**src/rtl/store_buffer_pkg.sv**
```systemverilog
// Shared widths and the entry record for the store buffer and its matcher.
// Pure declarations: no logic, no latency, no flow control.
package store_buf_pkg;

  localparam int SB_DEPTH  = 4;
  localparam int SB_ADDR_W = 32;
  localparam int SB_DATA_W = 32;
  localparam int SB_PTR_W  = $clog2(SB_DEPTH);
  localparam int SB_CNT_W  = $clog2(SB_DEPTH + 1);

  typedef struct packed {
    logic                 valid;
    logic [SB_ADDR_W-1:0] addr;
    logic [SB_DATA_W-1:0] data;
  } sb_entry_t;

endpackage

```
**src/rtl/store_buffer_match.sv**
```systemverilog
// DEPTH-way address compare; youngest (closest behind tail) match wins.
// Purely combinational, zero latency, no backpressure.
module sb_match #(
  parameter  int DEPTH  = 4,
  parameter  int ADDR_W = 32,
  localparam int PTR_W  = $clog2(DEPTH)
) (
  input  logic [DEPTH-1:0]             valid,
  input  logic [DEPTH-1:0][ADDR_W-1:0] addr,
  input  logic [ADDR_W-1:0]            key,
  input  logic [PTR_W-1:0]             tail,
  output logic                         hit,
  output logic [PTR_W-1:0]             idx
);

  logic [PTR_W-1:0] slot;

  // Walk oldest to youngest so a later (younger) match overrides an earlier one.
  always_comb begin
    hit  = 1'b0;
    idx  = '0;
    slot = '0;
    for (int k = DEPTH; k >= 1; k--) begin
      slot = tail - PTR_W'(k);
      if (valid[slot] && (addr[slot] == key)) begin
        hit = 1'b1;
        idx = slot;
      end
    end
  end

endmodule

```
**src/rtl/store_buffer.sv**
```systemverilog
// In-order store write buffer with load forwarding; push-to-memory-write latency >= 1 cycle.
// Stalls stores when full (st_ready_o=0); drains only when no load; STORE_BUF_COALESCE_EN merges same-address stores.
module store_buffer
  import store_buf_pkg::*;
#(
  parameter int DEPTH  = SB_DEPTH,
  parameter int ADDR_W = SB_ADDR_W,
  parameter int DATA_W = SB_DATA_W
) (
  input  logic                         clk_i,
  input  logic                         rst_n_i,
  input  logic                         st_valid_i,
  input  logic [ADDR_W-1:0]            st_addr_i,
  input  logic [DATA_W-1:0]            st_data_i,
  output logic                         st_ready_o,
  input  logic                         ld_valid_i,
  input  logic [ADDR_W-1:0]            ld_addr_i,
  output logic                         ld_hit_o,
  output logic [DATA_W-1:0]            ld_data_o,
  output logic                         mem_we_o,
  output logic [ADDR_W-1:0]            mem_addr_o,
  output logic [DATA_W-1:0]            mem_wdata_o,
  output logic [$clog2(DEPTH+1)-1:0]   count_o
);

  localparam int PTR_W = $clog2(DEPTH);
  localparam int CNT_W = $clog2(DEPTH + 1);

  sb_entry_t                  ent_q [DEPTH];
  logic [PTR_W-1:0]           head_q;
  logic [PTR_W-1:0]           tail_q;
  logic [CNT_W-1:0]           cnt_q;

  logic [DEPTH-1:0]             vld_vec;
  logic [DEPTH-1:0][ADDR_W-1:0] addr_vec;
  logic                         empty;
  logic                         full;
  logic [PTR_W-1:0]             ld_idx;
  logic                         coalesce;
  logic [PTR_W-1:0]             co_idx;
  logic                         push;
  logic                         alloc;
  logic                         merge;

  always_comb begin
    vld_vec  = '0;
    addr_vec = '0;
    for (int i = 0; i < DEPTH; i++) begin
      vld_vec[i]  = ent_q[i].valid;
      addr_vec[i] = ent_q[i].addr;
    end
  end

  assign empty = (cnt_q == '0);
  assign full  = (cnt_q == CNT_W'(DEPTH));

  assign mem_we_o    = !empty && !ld_valid_i;
  assign mem_addr_o  = empty ? '0 : ent_q[head_q].addr;
  assign mem_wdata_o = empty ? '0 : ent_q[head_q].data;
  assign count_o     = cnt_q;

  sb_match #(.DEPTH(DEPTH), .ADDR_W(ADDR_W)) u_ld_match (
    .valid (vld_vec),
    .addr  (addr_vec),
    .key   (ld_addr_i),
    .tail  (tail_q),
    .hit   (ld_hit_o),
    .idx   (ld_idx)
  );

  assign ld_data_o = ld_hit_o ? ent_q[ld_idx].data : '0;

`ifdef STORE_BUF_COALESCE_EN
  logic co_hit;

  sb_match #(.DEPTH(DEPTH), .ADDR_W(ADDR_W)) u_co_match (
    .valid (vld_vec),
    .addr  (addr_vec),
    .key   (st_addr_i),
    .tail  (tail_q),
    .hit   (co_hit),
    .idx   (co_idx)
  );

  // The head being written to memory this cycle must keep its data; allocate instead.
  assign coalesce = co_hit && !(mem_we_o && (co_idx == head_q));
`else
  assign coalesce = 1'b0;
  assign co_idx   = '0;
`endif

  assign st_ready_o = !full || coalesce;
  assign push       = st_valid_i && st_ready_o;
  assign alloc      = push && !coalesce;
  assign merge      = push && coalesce;

  always_ff @(posedge clk_i or negedge rst_n_i) begin
    if (!rst_n_i) begin
      for (int i = 0; i < DEPTH; i++) begin
        ent_q[i] <= '0;
      end
      head_q <= '0;
      tail_q <= '0;
      cnt_q  <= '0;
    end else begin
      if (mem_we_o) begin
        ent_q[head_q].valid <= 1'b0;
        head_q              <= head_q + PTR_W'(1);
      end
      if (alloc) begin
        ent_q[tail_q] <= '{valid: 1'b1, addr: st_addr_i, data: st_data_i};
        tail_q        <= tail_q + PTR_W'(1);
      end
      if (merge) begin
        ent_q[co_idx].data <= st_data_i;
      end
      cnt_q <= cnt_q + CNT_W'(alloc) - CNT_W'(mem_we_o);
    end
  end

endmodule
```
**config.mk**
```make
export PLATFORM = sky130hd
export DESIGN_NAME = store_buffer
export DESIGN_NICKNAME = d
export VERILOG_FILES = /design/src/rtl/store_buffer_pkg.sv /design/src/rtl/store_buffer_match.sv /design/src/rtl/store_buffer.sv
export SDC_FILE = /design/constraint.sdc
export NUM_CORES = 1
export LEC_CHECK = 0
export CAP_MARGIN = 25
export CORE_AREA = 10 10 225 227
export CTS_CLUSTER_SIZE = 20
export DETAILED_ROUTE_END_ITERATION = 12
export DIE_AREA = 0 0 235 237
export GPL_ROUTABILITY_DRIVEN = 0
export GPL_TIMING_DRIVEN = 0
export PLACE_DENSITY_LB_ADDON = 0.2
export SYNTH_ARGS = -nofsm -noshare
export SYNTH_HDL_FRONTEND = slang
export SYNTH_SLANG_ARGS = --single-unit
```
**constraint.sdc**
```tcl
create_clock -name clk_i -period 6 [get_ports clk_i]
set_input_delay 1.2 -clock clk_i [delete_from_list [all_inputs] [get_ports clk_i]]
set_output_delay 1.2 -clock clk_i [all_outputs]
set_load 0.01 [all_outputs]
```
==> results by group <==
Flow run
  • Max cap viols: 0

Synthesis
  • Syn Inst Count: 1418
  • Area contributors post-synth: dfrtp_1 37%, mux4_2 17%, mux2_2 16%, mux2i_1 8.2%, xnor2_1 3.6%
  • Syn Area/Cell: 12.9 sq um
  • Syn Nets: 1529
  • Post-synthesis async set-or-reset flop share: 100%
  • Yosys top cell by area: dfrtp_1
  • Yosys warns: 0
  • Ys flop type: dfrtp_1
  • Sequential share of the synthesized area: 36.6%
  • Netlist cell types: 67
  • #FFs+latches synth: 267
  • Synth top area share: 36.6%
  • Synthesized cell area: 0.0182 sq mm
  • Synth top cells by count: 267 x dfrtp_1, 267 x mux2_2, 150 x mux2i_1
  • Number of synthesized flops with an enable pin: 0

Die
  • Cell Rows: 79
  • Num ports: 202
  • Die area: 0.0557 sq mm
  • Core area: 0.0462 sq mm
  • Chip height: 237 um
  • Initial Util: 39.5%
  • Die Wd: 235 um

Routing
  • WL/cell: 28.5 um
  • DRC: 0
  • Drt initial violations: 1121
  • Final wirelength: 65.9 mm
  • Vias: 14000
  • DR vias/cell: 6.05
  • Post-DRT Antenna Nets: 0
  • Pre-antenna DRT Iters: 6

Worst setup path
  • Worst r2r dst: ent_q[160]
  • Depth of the worst register-to-register path: 10
  • Class of the most critical setup path: register to output pin
  • CP endpoint kind: output pin
  • Crit start category: register
  • WP data arrival: 5.32 ns
  • Reg2reg start: tail_q[1]
  • Critical Path RT: 4.80 ns
  • Crit path max fanout: 10
  • Worst R2R Setup Slack: 2.66 ns

Place
  • Dpl cell area: 0.0209 sq mm
  • Dpl hpwl: 47.6 mm
  • Port Buffers: 181

Clock network
  • Reg clk slew, reported paths: 0.06 ns
  • Skew-Pair Late Insertion Delay: 0.61 ns
  • Clock Tree Root: clkbuf_16
  • Total CTS buffers: 30
  • CTS H-Tree Depth: 1
  • CTS tree: yes
  • CTS Buffer Depth: 3
  • Clock sinks: 267
  • Post-CTS Hold Fix Bufs: 0

Global routing
  • Initial antenna violation count: 6
  • GRT overflow: 0
  • Number of global-route vias before repair: 14700
  • First-pass GRT wire length: 97.5 mm
  • Total Routing Usage GR: 22.8%
  • Largest net degree at the start of global routing: 104

Timing
  • Final hold vios: 0
  • Worst Slack Setup Final: -0.516 ns
  • # setup viols final: 32
  • Hold WS: 0.524 ns
  • Relative slew slack: 25.5%
  • Fmax: 0.153 GHz
  • Setup TNS: -14.83 ns
  • Worst-margin pin slew: 1.12 ns
  • Period utilization: 109%
  • RSZ-0062 raised after global routing: true
  • Worst clock skew: 0.0282 ns
  • Tmin final: 6.52 ns
  • Final slew viol count: 0

Finish
  • Synth-to-Final Area Change: 25.1%
  • Multi-input logic area: 0.0112 sq mm
  • Fillers: 4121
  • Net count reported at finish: 1791
  • FF+latch area: 0.00668 sq mm
  • Share of cells above drive strength 1: 37.6%
  • Post-route cell area: 0.0228 sq mm

Hold path
  • Endpoint of the worst hold path: ent_q[3]
  • Hold Crit Class: register to register
  • Hold Path Cell Cnt: 1
  • Hold path start: ent_q[3]

Pwr
  • Total power: 0.0158 W
  • P per Cell Area: 693 mW/mm^2
  • Leak Pwr: 8.96 nW
  • Worst VDD drop: 295 uV

Outcome
  • Failing checks: negative setup slack
  • Status: complete, but fails checks
==> per-layer routing <==
| layer | track usage, % | share of wire (%) | vias up |
|---|---|---|---|
| met5 | 0 | 0.096 | - |
| li1 | - | - | 5928 |
| met4 | 9.21 | 4.4 | 6 |
| met3 | 5.49 | 8.3 | 189 |
| met2 | 37.8 | 48 | 626 |
| met1 | 28.1 | 39 | 7246 |
==> kinds of logic (layout without fill, tap and decap cells) <==
| kind of cell | count (synthesis) | in the layout | synth area share (%) |
|---|---|---|---|
| other | 0 | 4 | 0 |
| AOI/OAI and AO/OA | 142 | 142 | 5.41 |
| adders and majority gates | 11 | 11 | 0.796 |
| muxes | 556 | 556 | 41.8 |
| and+or+nand+nor | 185 | 185 | 5.75 |
| buffers and inverters | 142 | 427 | 4.13 |
| DFF | 267 | 267 | 36.6 |
| xor gates and xnor gates | 115 | 115 | 5.52 |
==> per-stage QoR <==
step / utilization, % / setup WS [ns] / std cells
detailed placement: 45.2 / -2.56 / 2208
finish: 49.4 / -0.516 / 2314
CTS: 48.9 / -0.355 / 2297
floorplan: - / 0.182 / 1418
global route: 49.4 / -0.575 / 2310
global placement: 45.1 / -8.01 / 2206
==> cell usage in the layout, fill, tap and decap left out, drive strengths merged, types with 5 or more instances in the layout <==
master           n
a2111oi          7
a211oi           6
a21oi           26
a31oi            5
buf            134
clkbuf         110
clkdlybuf4s50  147
clkinv          13
dfrtp          267
ha              10
inv             19
mux2           269
mux2i          151
mux4           136
nand2           33
nand2b           5
nand3            8
nand4           14
nor2            19
nor2b           73
nor3            10
nor4             9
o211ai           6
o21ai           17
o221ai           6
o22ai           37
xnor2           76
xor2            39
==> sequential cells by signal, indices dropped and copies added (netlist names) <==
name	count
addr_vec	128
tail_q	2
count_o	3
head_q	2
ent_q	132
==> critical path, cell delays in order (launching register included) <==
cell	delay [ns]
dfrtp_2	0.41
buf_4	0.20
buf_2	0.35
buf_2	0.45
mux4_2	0.38
xor2_1	0.18
nor4_2	0.44
nand4_1	0.33
a2111oi_4	0.43
a32oi_1	0.11
o31ai_2	0.30
o2bb2ai_4	0.23
buf_12	0.19
buf_12	0.14
buf_12	0.10
mux2i_1	0.20
o22ai_2	0.10
buf_2	0.15
==> what timing repair did <==
item,4_1_cts,5_1_grt
gates resized for setup,248,32
buffers inserted,28,11
pin swaps,34,18
setup endpoints to repair,33,33
cloned,6,2
==> how the worst max path moves through the flow <==
stage | end | start
global placement | ent_q[135] | rst_n_i
global route | ld_data_o[13] | tail_q[1]
floorplan | ld_data_o[11] | tail_q[0]
CTS | ld_data_o[28] | tail_q[0]
finish | ld_data_o[3] | tail_q[1]
detailed placement | ld_data_o[6] | tail_q[1]
==> layout make-up <==
| cell class | instances | area share, % |
|---|---|---|
| multi-input combinational | 1009 | 49.2 |
| clock inverter | 14 | 0.554 |
| buffer | 120 | 3.71 |
| inverter | 21 | 0.417 |
| tap | 607 | 3.33 |
| clock buffer | 41 | 3.51 |
| sequential | 267 | 29.3 |
| timing repair buffer | 231 | 9.95 |
| antenna | 4 | 0.0439 |
==> report_power, final <==
group	total, W	switching, W	internal (W)
sequential	0.00389	0.00115	0.00274
clock	0.00177	0.000787	0.000981
combinational	0.0102	0.00480	0.00536
Power figures use the tool's default switching activity.
